==> src/rtl/tile_address_sequencer_if.sv <==
// Address stream bundle between the match controller (master) and the
// tile address sequencer (slave) feeding the SRAM read port.
interface tile_address_sequencer_if #(
  parameter int ADDR_W = 21
) ();
  logic              start;
  logic [7:0]        set;
  logic              frame;
  logic [1:0]        mode;
  logic [ADDR_W-1:0] addr;
  logic              addr_valid;
  logic              addr_ready;
  logic              addr_last;
  logic              region;
  logic              busy;
  logic              done;
  logic              err;

  modport master (
    output start, set, frame, mode, addr_ready,
    input  addr, addr_valid, addr_last, region, busy, done, err
  );

  modport slave (
    input  start, set, frame, mode, addr_ready,
    output addr, addr_valid, addr_last, region, busy, done, err
  );
endinterface

==> src/rtl/tile_address_sequencer.sv <==
// Streams SRAM word addresses for one template and/or search-window tile.
// state | meaning: IDLE wait start | TEM template beats | WIN window beats | DONE done pulse
module tile_address_sequencer #(
  parameter int ADDR_W      = 21,
  parameter int TEM_W       = 8,
  parameter int TEM_H       = 8,
  parameter int WIN_W       = 20,
  parameter int WIN_H       = 80,
  parameter int WIN_OFFSET  = 65,
  parameter int SET_WORDS   = 1665,
  parameter int NUM_SETS    = 150,
  parameter int FRAME1_BASE = 249750
) (
  input  logic                     clk,
  input  logic                     rst,
  tile_address_sequencer_if.slave  s
);
  typedef enum logic [1:0] {S_IDLE, S_TEM, S_WIN, S_DONE} state_t;

  localparam int CNT_W = 16;
  localparam logic [CNT_W-1:0] ONE          = CNT_W'(1);
  localparam logic [CNT_W-1:0] TEM_COL_LAST = CNT_W'(TEM_W - 1);
  localparam logic [CNT_W-1:0] TEM_ROW_LAST = CNT_W'(TEM_H - 1);
  localparam logic [CNT_W-1:0] WIN_COL_LAST = CNT_W'(WIN_W - 1);
  localparam logic [CNT_W-1:0] WIN_ROW_LAST = CNT_W'(WIN_H - 1);

  state_t            state_q, state_d;
  logic [CNT_W-1:0]  row_q, row_d, col_q, col_d;
  logic [ADDR_W-1:0] base_q, base_d, addr_q, addr_d;
  logic              mode2_q, mode2_d;
  logic              valid_q, valid_d, last_q, last_d, region_q, region_d;
  logic              busy_q, busy_d, done_q, done_d, err_q, err_d;

  logic              xfer, load, col_end, row_end, final_region;
  logic [CNT_W-1:0]  col_last, row_last;
  logic [ADDR_W-1:0] start_base, row_term;

  always_comb begin
    state_d    = state_q;
    row_d      = row_q;
    col_d      = col_q;
    base_d     = base_q;
    mode2_d    = mode2_q;
    valid_d    = valid_q;
    last_d     = last_q;
    region_d   = region_q;
    busy_d     = busy_q;
    done_d     = 1'b0;
    err_d      = 1'b0;
    load       = 1'b0;
    xfer       = valid_q && s.addr_ready;
    start_base = (s.frame ? ADDR_W'(FRAME1_BASE) : '0)
                 + ADDR_W'(32'(s.set) * 32'(SET_WORDS));
    col_last   = (state_q == S_WIN) ? WIN_COL_LAST : TEM_COL_LAST;
    row_last   = (state_q == S_WIN) ? WIN_ROW_LAST : TEM_ROW_LAST;
    col_end    = (col_q == col_last);
    row_end    = (row_q == row_last);
    // only the last region of the sequence may carry addr_last
    final_region = (state_q == S_WIN) || !mode2_q;

    case (state_q)
      S_IDLE: begin
        if (s.start) begin
          if ((32'(s.set) >= 32'(NUM_SETS)) || (s.mode == 2'd3)) begin
            err_d = 1'b1;
          end else begin
            base_d   = start_base;
            mode2_d  = (s.mode == 2'd2);
            region_d = (s.mode == 2'd1);
            state_d  = (s.mode == 2'd1) ? S_WIN : S_TEM;
            row_d    = '0;
            col_d    = '0;
            valid_d  = 1'b1;
            busy_d   = 1'b1;
            last_d   = (s.mode == 2'd1) ? (WIN_W * WIN_H == 1)
                     : ((s.mode == 2'd0) && (TEM_W * TEM_H == 1));
            load     = 1'b1;
          end
        end
      end
      S_TEM, S_WIN: begin
        if (xfer) begin
          if (col_end && row_end) begin
            if ((state_q == S_TEM) && mode2_q) begin
              state_d  = S_WIN;
              region_d = 1'b1;
              row_d    = '0;
              col_d    = '0;
              last_d   = (WIN_W * WIN_H == 1);
              load     = 1'b1;
            end else begin
              state_d  = S_DONE;
              valid_d  = 1'b0;
              last_d   = 1'b0;
              region_d = 1'b0;
              busy_d   = 1'b0;
              done_d   = 1'b1;
            end
          end else begin
            if (col_end) begin
              col_d = '0;
              row_d = row_q + ONE;
            end else begin
              col_d = col_q + ONE;
            end
            last_d = final_region && (row_d == row_last) && (col_d == col_last);
            load   = 1'b1;
          end
        end
      end
      default: state_d = S_IDLE;
    endcase

    row_term = region_d ? ADDR_W'(WIN_OFFSET) + ADDR_W'(32'(row_d) * 32'(WIN_W))
                        : ADDR_W'(32'(row_d) * 32'(TEM_W));
    addr_d   = load ? (base_d + row_term + ADDR_W'(col_d)) : addr_q;
  end

  always_ff @(posedge clk) begin
    if (rst) begin
      state_q  <= S_IDLE;
      row_q    <= '0;
      col_q    <= '0;
      base_q   <= '0;
      addr_q   <= '0;
      mode2_q  <= 1'b0;
      valid_q  <= 1'b0;
      last_q   <= 1'b0;
      region_q <= 1'b0;
      busy_q   <= 1'b0;
      done_q   <= 1'b0;
      err_q    <= 1'b0;
    end else begin
      state_q  <= state_d;
      row_q    <= row_d;
      col_q    <= col_d;
      base_q   <= base_d;
      addr_q   <= addr_d;
      mode2_q  <= mode2_d;
      valid_q  <= valid_d;
      last_q   <= last_d;
      region_q <= region_d;
      busy_q   <= busy_d;
      done_q   <= done_d;
      err_q    <= err_d;
    end
  end

  assign s.addr       = addr_q;
  assign s.addr_valid = valid_q;
  assign s.addr_last  = last_q;
  assign s.region     = region_q;
  assign s.busy       = busy_q;
  assign s.done       = done_q;
  assign s.err        = err_q;
endmodule

==> src/flat_wrapper.sv <==
// flat-port wrapper written by rule: the top's interface ports become plain ports
module tile_address_sequencer_flat 
#(
  parameter int ADDR_W      = 21,
  parameter int TEM_W       = 8,
  parameter int TEM_H       = 8,
  parameter int WIN_W       = 20,
  parameter int WIN_H       = 80,
  parameter int WIN_OFFSET  = 65,
  parameter int SET_WORDS   = 1665,
  parameter int NUM_SETS    = 150,
  parameter int FRAME1_BASE = 249750
)
  (clk, rst, s_start, s_set, s_frame, s_mode, s_addr_ready, s_addr, s_addr_valid, s_addr_last, s_region, s_busy, s_done, s_err);
  tile_address_sequencer_if #(.ADDR_W(ADDR_W)) s_i ();
  input  logic clk;
  input  logic rst;
  input wire logic [$bits(s_i.start)-1:0] s_start;
  input wire logic [$bits(s_i.set)-1:0] s_set;
  input wire logic [$bits(s_i.frame)-1:0] s_frame;
  input wire logic [$bits(s_i.mode)-1:0] s_mode;
  input wire logic [$bits(s_i.addr_ready)-1:0] s_addr_ready;
  output wire logic [$bits(s_i.addr)-1:0] s_addr;
  output wire logic [$bits(s_i.addr_valid)-1:0] s_addr_valid;
  output wire logic [$bits(s_i.addr_last)-1:0] s_addr_last;
  output wire logic [$bits(s_i.region)-1:0] s_region;
  output wire logic [$bits(s_i.busy)-1:0] s_busy;
  output wire logic [$bits(s_i.done)-1:0] s_done;
  output wire logic [$bits(s_i.err)-1:0] s_err;
  assign s_i.start = s_start;
  assign s_i.set = s_set;
  assign s_i.frame = s_frame;
  assign s_i.mode = s_mode;
  assign s_i.addr_ready = s_addr_ready;
  assign s_addr = s_i.addr;
  assign s_addr_valid = s_i.addr_valid;
  assign s_addr_last = s_i.addr_last;
  assign s_region = s_i.region;
  assign s_busy = s_i.busy;
  assign s_done = s_i.done;
  assign s_err = s_i.err;
  tile_address_sequencer #(.ADDR_W(ADDR_W), .TEM_W(TEM_W), .TEM_H(TEM_H), .WIN_W(WIN_W), .WIN_H(WIN_H), .WIN_OFFSET(WIN_OFFSET), .SET_WORDS(SET_WORDS), .NUM_SETS(NUM_SETS), .FRAME1_BASE(FRAME1_BASE)) u_core (.clk(clk), .rst(rst), .s(s_i));
endmodule
==> config.mk <==
export PLATFORM = sky130hd
export DESIGN_NAME = tile_address_sequencer_flat
export DESIGN_NICKNAME = d
export VERILOG_FILES = /design/src/rtl/tile_address_sequencer_if.sv /design/src/rtl/tile_address_sequencer.sv /design/src/flat_wrapper.sv
export SDC_FILE = /design/constraint.sdc
export NUM_CORES = 1
export LEC_CHECK = 0
export CORE_UTILIZATION = 55
export CTS_CLUSTER_SIZE = 8
export DETAILED_ROUTE_END_ITERATION = 6
export PLACE_DENSITY = 0.73
export SLEW_MARGIN = 20
export SYNTH_ARGS = -nofsm -noshare
export SYNTH_HDL_FRONTEND = slang
export SYNTH_SLANG_ARGS = --single-unit
==> constraint.sdc <==
create_clock -name clk -period 7.21 [get_ports clk]
set_clock_uncertainty 0.2 [all_clocks]
set_input_delay 0.721 -clock clk [delete_from_list [all_inputs] [get_ports clk]]
set_output_delay 0.721 -clock clk [all_outputs]
set_load 0.03 [all_outputs]
# ---- After elaboration in Yosys (flattened, before gate mapping)
# Index checks and enable logic that the tools add are counted.
dict set report word_totals {
  register_bits 82
  inputBits 15
  out_inout_bits 27
  elab_cells 115
}
dict set report classes {
  add_sub_neg 6
  multipliers 2
  n_lt_le_gt_ge 1
  eq_ne 14
  muxes 58
  n_bitwise 6
  n_reduce_logical 17
}
# op count
set op_table {}
lappend op_table {{2-to-1 mux 16 bit} 18}
lappend op_table {{2-to-1 mux 21 bit} 4}
lappend op_table {{== test 16 bit} 4}
lappend op_table {{case mux 16 bit (2 select lines)} 2}
lappend op_table {{adder 16 x 1 -> 16 bit, second input constant} 2}
lappend op_table {{adder 21 x 16 -> 21 bit} 1}
lappend op_table {{adder 21 x 19 -> 21 bit} 1}
lappend op_table {{adder 21 bit} 1}
lappend op_table {{adder 7 x 21 -> 21 bit, first input constant} 1}
lappend op_table {{2-to-1 mux 1 bit} 21}
lappend op_table {{multiplier 16 x 3 -> 19 bit, second input constant} 1}
lappend op_table {{multiplier 8 x 11 -> 19 bit, second input constant} 1}
lappend op_table {{2-to-1 mux 18 bit} 1}
lappend op_table {{2-to-1 mux 2 bit} 5}
lappend op_table {{greater-or-equal comparator 8 bit, second input constant} 1}
lappend op_table {{case mux 1 bit (2 select lines)} 4}
lappend op_table {{AND reduction 4 bit} 2}
lappend op_table {{2-to-1 mux 7 bit} 1}
lappend op_table {{== test 2 bit, second input constant} 3}
lappend op_table {{inequality test 2 bit, second input constant} 3}
lappend op_table {{inverter 1 bit} 6}
lappend op_table {{AND reduction 6 bit} 1}
lappend op_table {{logical AND 1 bit} 5}
lappend op_table {{2-to-1 mux 5 bit} 1}
lappend op_table {{other kinds (11)} 14}

# ---- Depth between registers and ports, before layout
# Gate-level depths: netlist of run 1.
dict set report logic_depth {
  depth_word 15
  ltp_mapped 37
  depth_no_buf 35
}

# ---- Least setup slack after synthesis of run 1
# No wires, ideal clock.
dict set report synth_timing {
  kind {flip-flop to flip-flop}
  start {reg u_core.state_q[0]}
  end {reg u_core.addr_q[20], in the netlist u_core.s.addr[20]}
  setup_time_ns 0.127
  t_arrival_ns 6.916
  t_required_ns 6.883
  path_slack_ns -0.033
  path_stages_with_launch 36
  n_path_buf 2
  period_less_slack_ns 7.243
  cell_sequence {dfxtp_1 inv_1 ha_1 or3_1 a2111oi_4 and2_1 buf_2 a21oi_1 o21ai_2 buf_4 a21oi_1 inv_1 ha_1 ha_1 fa_1 a211oi_1 nor2_1 nor2_1 nand2_1 or2_2 nor3_2 xnor2_1 nand2_1 o21ai_0 fa_1 inv_1 ha_1 o21a_1 o21a_1 o21ai_0 a41oi_1 o41ai_1 o21ai_0 xor2_1 o2111ai_1 nand3_1}
}
dict set report synth_between {
  elab_chain_cells 15
  word_cells_on_any_way 39
  classes_between {3 x add/sub; 1 x mul; 4 x eq/ne; 27 x mux; 4 x reduce/logical}
}
# element line_no
set synth_lines {}
lappend synth_lines {{start, declared} tile_address_sequencer.sv:27} ;# state_t state_q, state_d;
lappend synth_lines {{start signal, assigned} tile_address_sequencer.sv:134} ;# state_q <= state_d;
lappend synth_lines {{== test 2 bit} {tile_address_sequencer.sv:54, tile_address_sequencer.sv:55, tile_address_sequencer.sv:61}}
lappend synth_lines {{2-to-1 mux 5 bit} tile_address_sequencer.sv:54} ;# col_last = (state_q == S_WIN) ? WIN_COL_LAST : TEM_COL_LAST;
lappend synth_lines {{== test 16 bit} tile_address_sequencer.sv:56} ;# col_end = (col_q == col_last);
lappend synth_lines {{2-to-1 mux 16 bit} tile_address_sequencer.sv:100} ;# if (col_end) begin
lappend synth_lines {{2-to-1 mux 16 bit} tile_address_sequencer.sv:83} ;# if (col_end && row_end) begin
lappend synth_lines {{2-to-1 mux 16 bit} tile_address_sequencer.sv:82} ;# if (xfer) begin
lappend synth_lines {{2-to-1 mux 16 bit} tile_address_sequencer.sv:61} ;# case (state_q)
lappend synth_lines {{2-to-1 mux 16 bit} tile_address_sequencer.sv:83}
lappend synth_lines {{2-to-1 mux 16 bit} tile_address_sequencer.sv:82}
lappend synth_lines {{case mux 16 bit (2 select lines) (*)} tile_address_sequencer.sv:61}
lappend synth_lines {{via u_core.row_d[3]} tile_address_sequencer.sv:28} ;# logic [CNT_W-1:0] row_q, row_d, col_q, col_d;
lappend synth_lines {{multiplier 16 x 3 -> 19 bit} tile_address_sequencer.sv:114} ;# row_term = region_d ? ADDR_W'(WIN_OFFSET) + ADDR_W'(32'(row_d) * 32'(WIN_W))
lappend synth_lines {{adder 7 x 21 -> 21 bit} tile_address_sequencer.sv:114}
lappend synth_lines {{2-to-1 mux 21 bit (*)} tile_address_sequencer.sv:114}
lappend synth_lines {{adder 21 bit (*)} tile_address_sequencer.sv:116} ;# addr_d = load ? (base_d + row_term + ADDR_W'(col_d)) : addr_q;
lappend synth_lines {{adder 21 x 16 -> 21 bit (*)} tile_address_sequencer.sv:116}
lappend synth_lines {{end signal, assigned} tile_address_sequencer.sv:138} ;# addr_q <= addr_d;
lappend synth_lines {{end, declared} tile_address_sequencer.sv:29} ;# logic [ADDR_W-1:0] base_q, base_d, addr_q, addr_d;
# The timed path passes the listed nets; every way through them passes the cells marked *. The select of a mux whose other input is x is not followed.
# A chain may end at the register's enable or synchronous reset.

# ---- Worst setup path in the final report of run 1
dict set report layout_timing {
  start {in s_set[0]}
  end {reg u_core.addr_q[20], in the netlist u_core.s.addr[20]}
}
dict set report layout_between {
  elab_chain_cells 10
  word_cells_on_any_way 24
  classes_between {4 x add/sub; 2 x mul; 1 x order compare; 16 x mux; 1 x reduce/logical}
}
# element line_no
set layout_lines {}
lappend layout_lines {{start, declared} flat_wrapper.sv:19} ;# input wire logic [$bits(s_i.set)-1:0] s_set;
lappend layout_lines {{greater-or-equal comparator 8 bit (*)} tile_address_sequencer.sv:64} ;# if ((32'(s.set) >= 32'(NUM_SETS)) || (s.mode == 2'd3)) begin
lappend layout_lines {{logical OR 1 bit (*)} tile_address_sequencer.sv:64}
lappend layout_lines {{2-to-1 mux 16 bit (*)} tile_address_sequencer.sv:64}
lappend layout_lines {{2-to-1 mux 16 bit (*)} tile_address_sequencer.sv:63} ;# if (s.start) begin
lappend layout_lines {{case mux 16 bit (2 select lines) (*)} tile_address_sequencer.sv:61}
lappend layout_lines {{via u_core.row_d[2]} tile_address_sequencer.sv:28}
lappend layout_lines {{multiplier 16 x 3 -> 19 bit} tile_address_sequencer.sv:114}
lappend layout_lines {{adder 7 x 21 -> 21 bit} tile_address_sequencer.sv:114}
lappend layout_lines {{2-to-1 mux 21 bit (*)} tile_address_sequencer.sv:114}
lappend layout_lines {{adder 21 bit (*)} tile_address_sequencer.sv:116}
lappend layout_lines {{adder 21 x 16 -> 21 bit (*)} tile_address_sequencer.sv:116}
# The timed path passes the listed nets; every way through them passes the cells marked *.

==> results of run 1 <==
[area by class of cell]
type / count / area [sq um] / area share
inverters: 94 / 352.8 / 0.03188
multi-input cells: 889 / 6823 / 0.6164
flip-flops and latches: 82 / 1644 / 0.1485
clock inverters: 7 / 60.06 / 0.005426
repair buffers: 213 / 1700 / 0.1536
well taps: 211 / 264.0 / 0.02385
clock buffers: 9 / 225.2 / 0.02035
[through the flow]
stage / area, sq um / util
2_1_floorplan: 8673 / -
3_3_place_gp: 10320 / 0.6742
3_5_place_dp: 10320 / 0.6742
4_1_cts: 10680 / 0.6971
5_1_grt: 11070 / 0.7228
6_report: 11070 / 0.7228
[state kept, by name (all words and copies together) (netlist names)]
name                 flops
u_core.base_q           21
u_core.col_q            16
u_core.mode2_q           1
u_core.row_q            16
u_core.s.addr           21
u_core.s.addr_last       1
u_core.s.addr_valid      1
u_core.s.done            1
u_core.s.err             1
u_core.s.region          1
u_core.state_q           2
[worst max-delay path, delay by kind of cell]
| kind | cells | cell delay (ns) |
|---|---|---|
| XOR/XNOR | 2 | 0.29 |
| AO/OA/AOI/OAI | 15 | 2.26 |
| AND/OR/NAND/NOR | 7 | 1.24 |
| buffers and inverters | 5 | 0.83 |
| adder cells (fa/ha/maj) | 5 | 1.73 |
[repair_timing]
| action | CTS | global route |
|---|---|---|
| setup buffers | 3 | 9 |
| pin swaps | 6 | 38 |
| setup endpoints to repair | 6 | 10 |
| resized for setup | 11 | 75 |
[power by group through the flow]
stage	Combinational [mW]	Clock (mW)	Sequential (mW)
3_5_place_dp	0.980	0	0.521
6_report	1.03	0.455	0.513
3_3_place_gp	0.966	0	0.519
5_1_grt	1.14	0.479	0.518
4_1_cts	0.993	0.458	0.511
2_1_floorplan	0.614	0	0.549
[final timing paths]
kind              slack [ns]                        endpoint  cells after the start
setup / recovery        0.14  u_core.s.addr[20]$_SDFFE_PP0P_                     34
setup reg to reg        0.21  u_core.s.addr[20]$_SDFFE_PP0P_                     34
hold reg to reg         0.25   u_core.s.addr[1]$_SDFFE_PP0P_                      2
hold / removal          0.25   u_core.s.addr[1]$_SDFFE_PP0P_                      2
[routing by layer]
layer	part of all wire	vias to the layer above	GRT usage
met4	0.032	0	0.1141
met5	0	-	0
met1	0.44	4100	0.4060
met3	0.057	52	0.05821
met2	0.47	239	0.5268
li1	-	4236	-
[synthesized netlist by cell type (all sizes together) (4+ instances only)]
cell type / number
a211oi: 18
a21boi: 5
a21o: 16
a21oi: 63
a31oi: 17
and2: 42
and3: 11
buf: 18
clkbuf: 30
dfxtp: 82
fa: 30
ha: 109
inv: 94
mux2: 7
mux2i: 12
nand2: 125
nand2b: 8
nand3: 32
nand4: 13
nor2: 92
nor2b: 5
nor3: 20
nor3b: 6
nor4: 10
nor4b: 8
o211ai: 6
o21a: 15
o21ai: 78
o21bai: 11
o31a: 5
o31ai: 12
or2: 6
or3: 8
or4: 4
xnor2: 37
xor2: 21
[cells by family (layout without fill, tap and decap cells)]
family	Yosys count	count (layout)
mux	19	19
xor+xnor	58	58
compound gates	269	269
flops	82	82
fa+ha+maj	139	139
buf+inv	142	323
simple gates	404	404
==> results.toml, run 1 <==
[grt]
grt_max_degree = 50
grt_pass1_vias = 8147
grt_first_pass_wirelength_um = 40210
antenna_found_initial = 0
grt_util_all_layers = 0.3154
grt-ovfl-total = 0

[min_path]
min_from = "u_core.s.addr[1]$_SDFFE_PP0P_"
hold_path_class = "register to register"

[routing]
drtAntennaViolNets = 0
drt-wirelength-per-cell_um = 16.83
vias = 8627
routed_wl_um = 25330
drt_iter0_drc = 744
drcViolationCount = 0
firstDrtPassIters = 5
detail_route.vias_per_cell = 5.732

[logic_synthesis]
async_reset_ff_frac = 0
syn_nets = 1267
synthSimpleGateAreaFrac = 0.2364
synth_area_leader_cell = "dfxtp_1"
ys_top_cells_by_area = "dfxtp_1 (19%), ha_1 (16%), fa_1 (6.9%), nand2_1 (5.4%), inv_1 (4.1%)"
synth_top_area_frac = 0.1894
synth.area.mux_share = 0.02339
netlist_area_sq_um = 8666
postSynthCellCount = 1113
synth_adder_area_share = 0.2267
synth-edff-count = 0
synth_top_family_by_area = "simple AND/OR/NAND/NOR gates"
synth_compound_area_frac = 0.1991
synth-seq-cells = 82
avgSynthCellArea_sq_um = 7.786
synth_cell_type_count = 76
ys_seq_area_frac = 0.1894
ys.flop_type = "dfxtp_1"
yosys_warnings = 0
synth-xor-area-share = 0.05862

[setup_path]
crit_top_cell = "ha_1"
critPathSlowestCell = "fa_1"
cp-start-kind = "primary input"
path_class = "primary input to register"
crit_path_end_kind = "register"
cp-startpoint = "s_set[0]"
worstPathArrival_ns = 7.10
crit_path_max_fanout = 4
max_stage_delay_ns = 0.57
worstPathRequired_ns = 7.24
r2r_start = "u_core.state_q[0]$_SDFFE_PP0P_"

[placement]
port_buffers = 41
place_hpwl_um = 19830
dp.cells = 1477
gp_congestion = 0.9373
dp_worst_setup_slack_ns = -0.5372

[sta]
max_freq_ghz = 0.1414
fin_crit_sh = 0.9809
setup_ws_ns = 0.1381
slew-limit-headroom = 0.5333
tns_ns = 0
holdWs_ns = 0.2516
setup_viol = 0
fin_crit_ns = 7.072
slew_viol_final = 0
tightest_slew_ns = 0.6975
hold_viol_final = 0

[power_and_ir_drop]
switching_share = 0.4196
p_switching_mw = 0.8394
finalPower_mw = 2.000
clockPowerShare = 0.227
p_int_mw = 1.161
pwr-share-comb = 0.516
power_density_nw_per_um2 = 180.7
p_leak_nw = 5.099
seqPwrFrac = 0.257
ir_drop_mv = 0.1616

[clocking]
clk_pin_slew_ns = 0.07
ctsLongestPathBuffers = 2
numCtsBuffers = 9
root_buffer = "clkbuf_16"
cts.sinks = 82
cts_tree = "yes"
clk-insertion-delay-late_ns = 0.35
hold_buffers = 0
ctsHtreeMaxLevel = 3

[final_layout]
finalNonFillerCells = 1505
final_cell_mix = "buf_4 (171), nand2_1 (124), ha_1 (98)"
layout.cells.most_common = "buf_4"
diodes = 0
n_fill_cell = 1226
syn_to_final_growth_pct = 27.74
drive_gt1_frac = 0.2117
nets = 1443

[die]
start_util = 0.5658
die-area_sq_um = 16260
ioPinCount = 42
dieHeight_um = 127.5
core_area_sq_um = 15310
die_w_um = 127.5
rows = 45

[outcome]
status = "finished, final reports clean"

[job]
maxCapViolCount = 0
No activity file was read; power rests on OpenSTA's default activity.
==> run 2: changes to the inputs <==
--- a/config.mk
+++ b/config.mk
@@ -5,10 +5,11 @@
 export SDC_FILE = /design/constraint.sdc
 export NUM_CORES = 1
 export LEC_CHECK = 0
+export CORE_MARGIN = 3
 export CORE_UTILIZATION = 55
 export CTS_CLUSTER_SIZE = 8
 export DETAILED_ROUTE_END_ITERATION = 6
-export PLACE_DENSITY = 0.73
+export PLACE_DENSITY = 0.7
 export SLEW_MARGIN = 20
 export SYNTH_ARGS = -nofsm -noshare
 export SYNTH_HDL_FRONTEND = slang
==> constraint.sdc (replaced) <==
create_clock -name clk -period 9.17 [get_ports clk]
set_clock_uncertainty 0.2 [all_clocks]
set_input_delay 1.3755 -clock clk [delete_from_list [all_inputs] [get_ports clk]]
set_output_delay 1.3755 -clock clk [all_outputs]
set_load 0.03 [all_outputs]
==> results.toml, run 2 (synthesized netlist as in run 1, its figures left out) <==
[outcome]
status = "finished, final reports clean"

[setup_path]
worstPathRequired_ns = 9.21
crit_path_max_fanout = 4
ff2ff_setup_slack_ns = 1.05
path_class = "primary input to register"
crit_path_end_kind = "register"
cp-start-kind = "primary input"
critPathSlowestCell = "clkdlybuf4s50_1"
cp-startpoint = "s_set[0]"
worstPathArrival_ns = 8.46
worstRegToRegCells = 32
reg2reg_to = "u_core.s.addr[20]$_SDFFE_PP0P_"
endpoint = "u_core.s.addr[20]$_SDFFE_PP0P_"
max_stage_delay_ns = 0.55
crit_top_cell = "ha_1"
r2r_start = "u_core.col_q[0]$_SDFF_PP0_"

[sta]
setup_viol = 0
rsz0062_at_grt = "no"
fin_crit_sh = 0.9182
tns_ns = 0
slew-limit-headroom = 0.2777
fin_crit_ns = 8.420
holdWs_ns = 0.2494
max_freq_ghz = 0.1188
slew_viol_final = 0
tightest_slew_ns = 1.074
hold_viol_final = 0
setup_ws_ns = 0.7501

[grt]
grt_util_all_layers = 0.2554
grt-ovfl-total = 0
antenna_found_initial = 0
grt_first_pass_wirelength_um = 36540
grt_pass1_vias = 7380
grt_max_degree = 50

[clocking]
cts_tree = "yes"
postCtsSetupBuffers = 0
clk_pin_slew_ns = 0.06
root_buffer = "clkbuf_16"
cts.sinks = 82
clk-insertion-delay-late_ns = 0.35
hold_buffers = 0
ctsLongestPathBuffers = 2
ctsHtreeMaxLevel = 3
numCtsBuffers = 9

[placement]
port_buffers = 41
dp_worst_setup_slack_ns = 0.1186
gp_congestion = 0.9313
dpl-instance-area_sq_um = 9281
place_hpwl_um = 17460

[routing]
firstDrtPassIters = 5
drt_iter0_drc = 652
vias = 7847
detail_route.vias_per_cell = 5.791
drt-wirelength-per-cell_um = 16.18
drcViolationCount = 0
drtAntennaViolNets = 0
routed_wl_um = 21930

[die]
ioPinCount = 42
start_util = 0.5658
core_area_sq_um = 15310
rows = 45
dieHeight_um = 131.5
die_w_um = 131.5
die-area_sq_um = 17300

[final_layout]
drive_gt1_frac = 0.06119
seq_area_sq_um = 1642
final_area_sq_um = 9615
layout.cells.most_common = "nand2_1"
post-route-util = 0.6279
n_fill_cell = 1417
nets = 1293
diodes = 0
final_cell_mix = "nand2_1 (125), ha_1 (109), inv_1 (94)"
syn_to_final_growth_pct = 10.96
multiInputGateArea_sq_um = 6475

[power_and_ir_drop]
p_leak_nw = 4.304
power_density_nw_per_um2 = 153.0
ir_drop_mv = 0.09669

[min_path]
hold_path_class = "register to register"

[job]
maxCapViolCount = 0
-- run 2: metrics by stage --
stage / std cells / power, mW
6_report: 1355 / 1.471
5_1_grt: 1355 / 1.576
4_1_cts: 1355 / 1.477
3_5_place_dp: 1339 / 1.088
3_3_place_gp: 1339 / 1.084
2_1_floorplan: 1113 / 0.9146
-- run 2: power breakdown --
part	switching (mW)	internal (mW)
sequential	0.0147	0.387
clock	0.162	0.222
combinational	0.424	0.260
total	0.601	0.870
-- run 2: repair_timing --
action                     CTS  global route
hold endpoints to repair     0             0
setup endpoints to repair    0             4
gates resized for setup      0             5
-- run 2: worst min path at each step --
| stage | end | depth (start not counted) | slack, ns | startpoint |
|---|---|---|---|---|
| 2_1_floorplan | u_core.mode2_q$_SDFFE_PP0P_ | 2 | 0.25 | u_core.mode2_q$_SDFFE_PP0P_ |
| 3_3_place_gp | u_core.s.addr[16]$_SDFFE_PP0P_ | 2 | 0.24 | u_core.s.addr[16]$_SDFFE_PP0P_ |
| 3_5_place_dp | u_core.s.addr[5]$_SDFFE_PP0P_ | 2 | 0.25 | u_core.s.addr[5]$_SDFFE_PP0P_ |
| 4_1_cts | u_core.s.addr[5]$_SDFFE_PP0P_ | 2 | 0.25 | u_core.s.addr[5]$_SDFFE_PP0P_ |
| 5_1_grt | u_core.s.addr[10]$_SDFFE_PP0P_ | 2 | 0.27 | u_core.s.addr[10]$_SDFFE_PP0P_ |
| 6_report | u_core.s.addr[5]$_SDFFE_PP0P_ | 2 | 0.25 | u_core.s.addr[5]$_SDFFE_PP0P_ |
-- run 2: area by class of cell --
cell class	instances	area share
flip-flops and latches	82	0.1707
inverters	94	0.03669
well taps	211	0.02746
clock buffers	10	0.02485
clock inverters	6	0.007547
multi-input cells	889	0.6734
repair buffers	63	0.05934
-- run 2: routing by layer --
metal | part of all wire | GRT usage | wire length (um) | vias to the layer above
met5 | 0 | 0 | 0 | -
met2 | 0.46 | 0.4115 | 9987 | 188
met1 | 0.48 | 0.3507 | 10420 | 3679
met4 | 0.026 | 0.08518 | 568 | 0
li1 | - | - | - | 3943
met3 | 0.043 | 0.03905 | 953 | 37
-- run 2: worst max-delay path: cells and delay by family --
kind / cells / cell delay, ns
buf+inv: 4 / 0.79
compound gates: 14 / 2.51
fa+ha+maj: 7 / 2.24
xor+xnor: 3 / 0.58
simple gates: 6 / 0.96
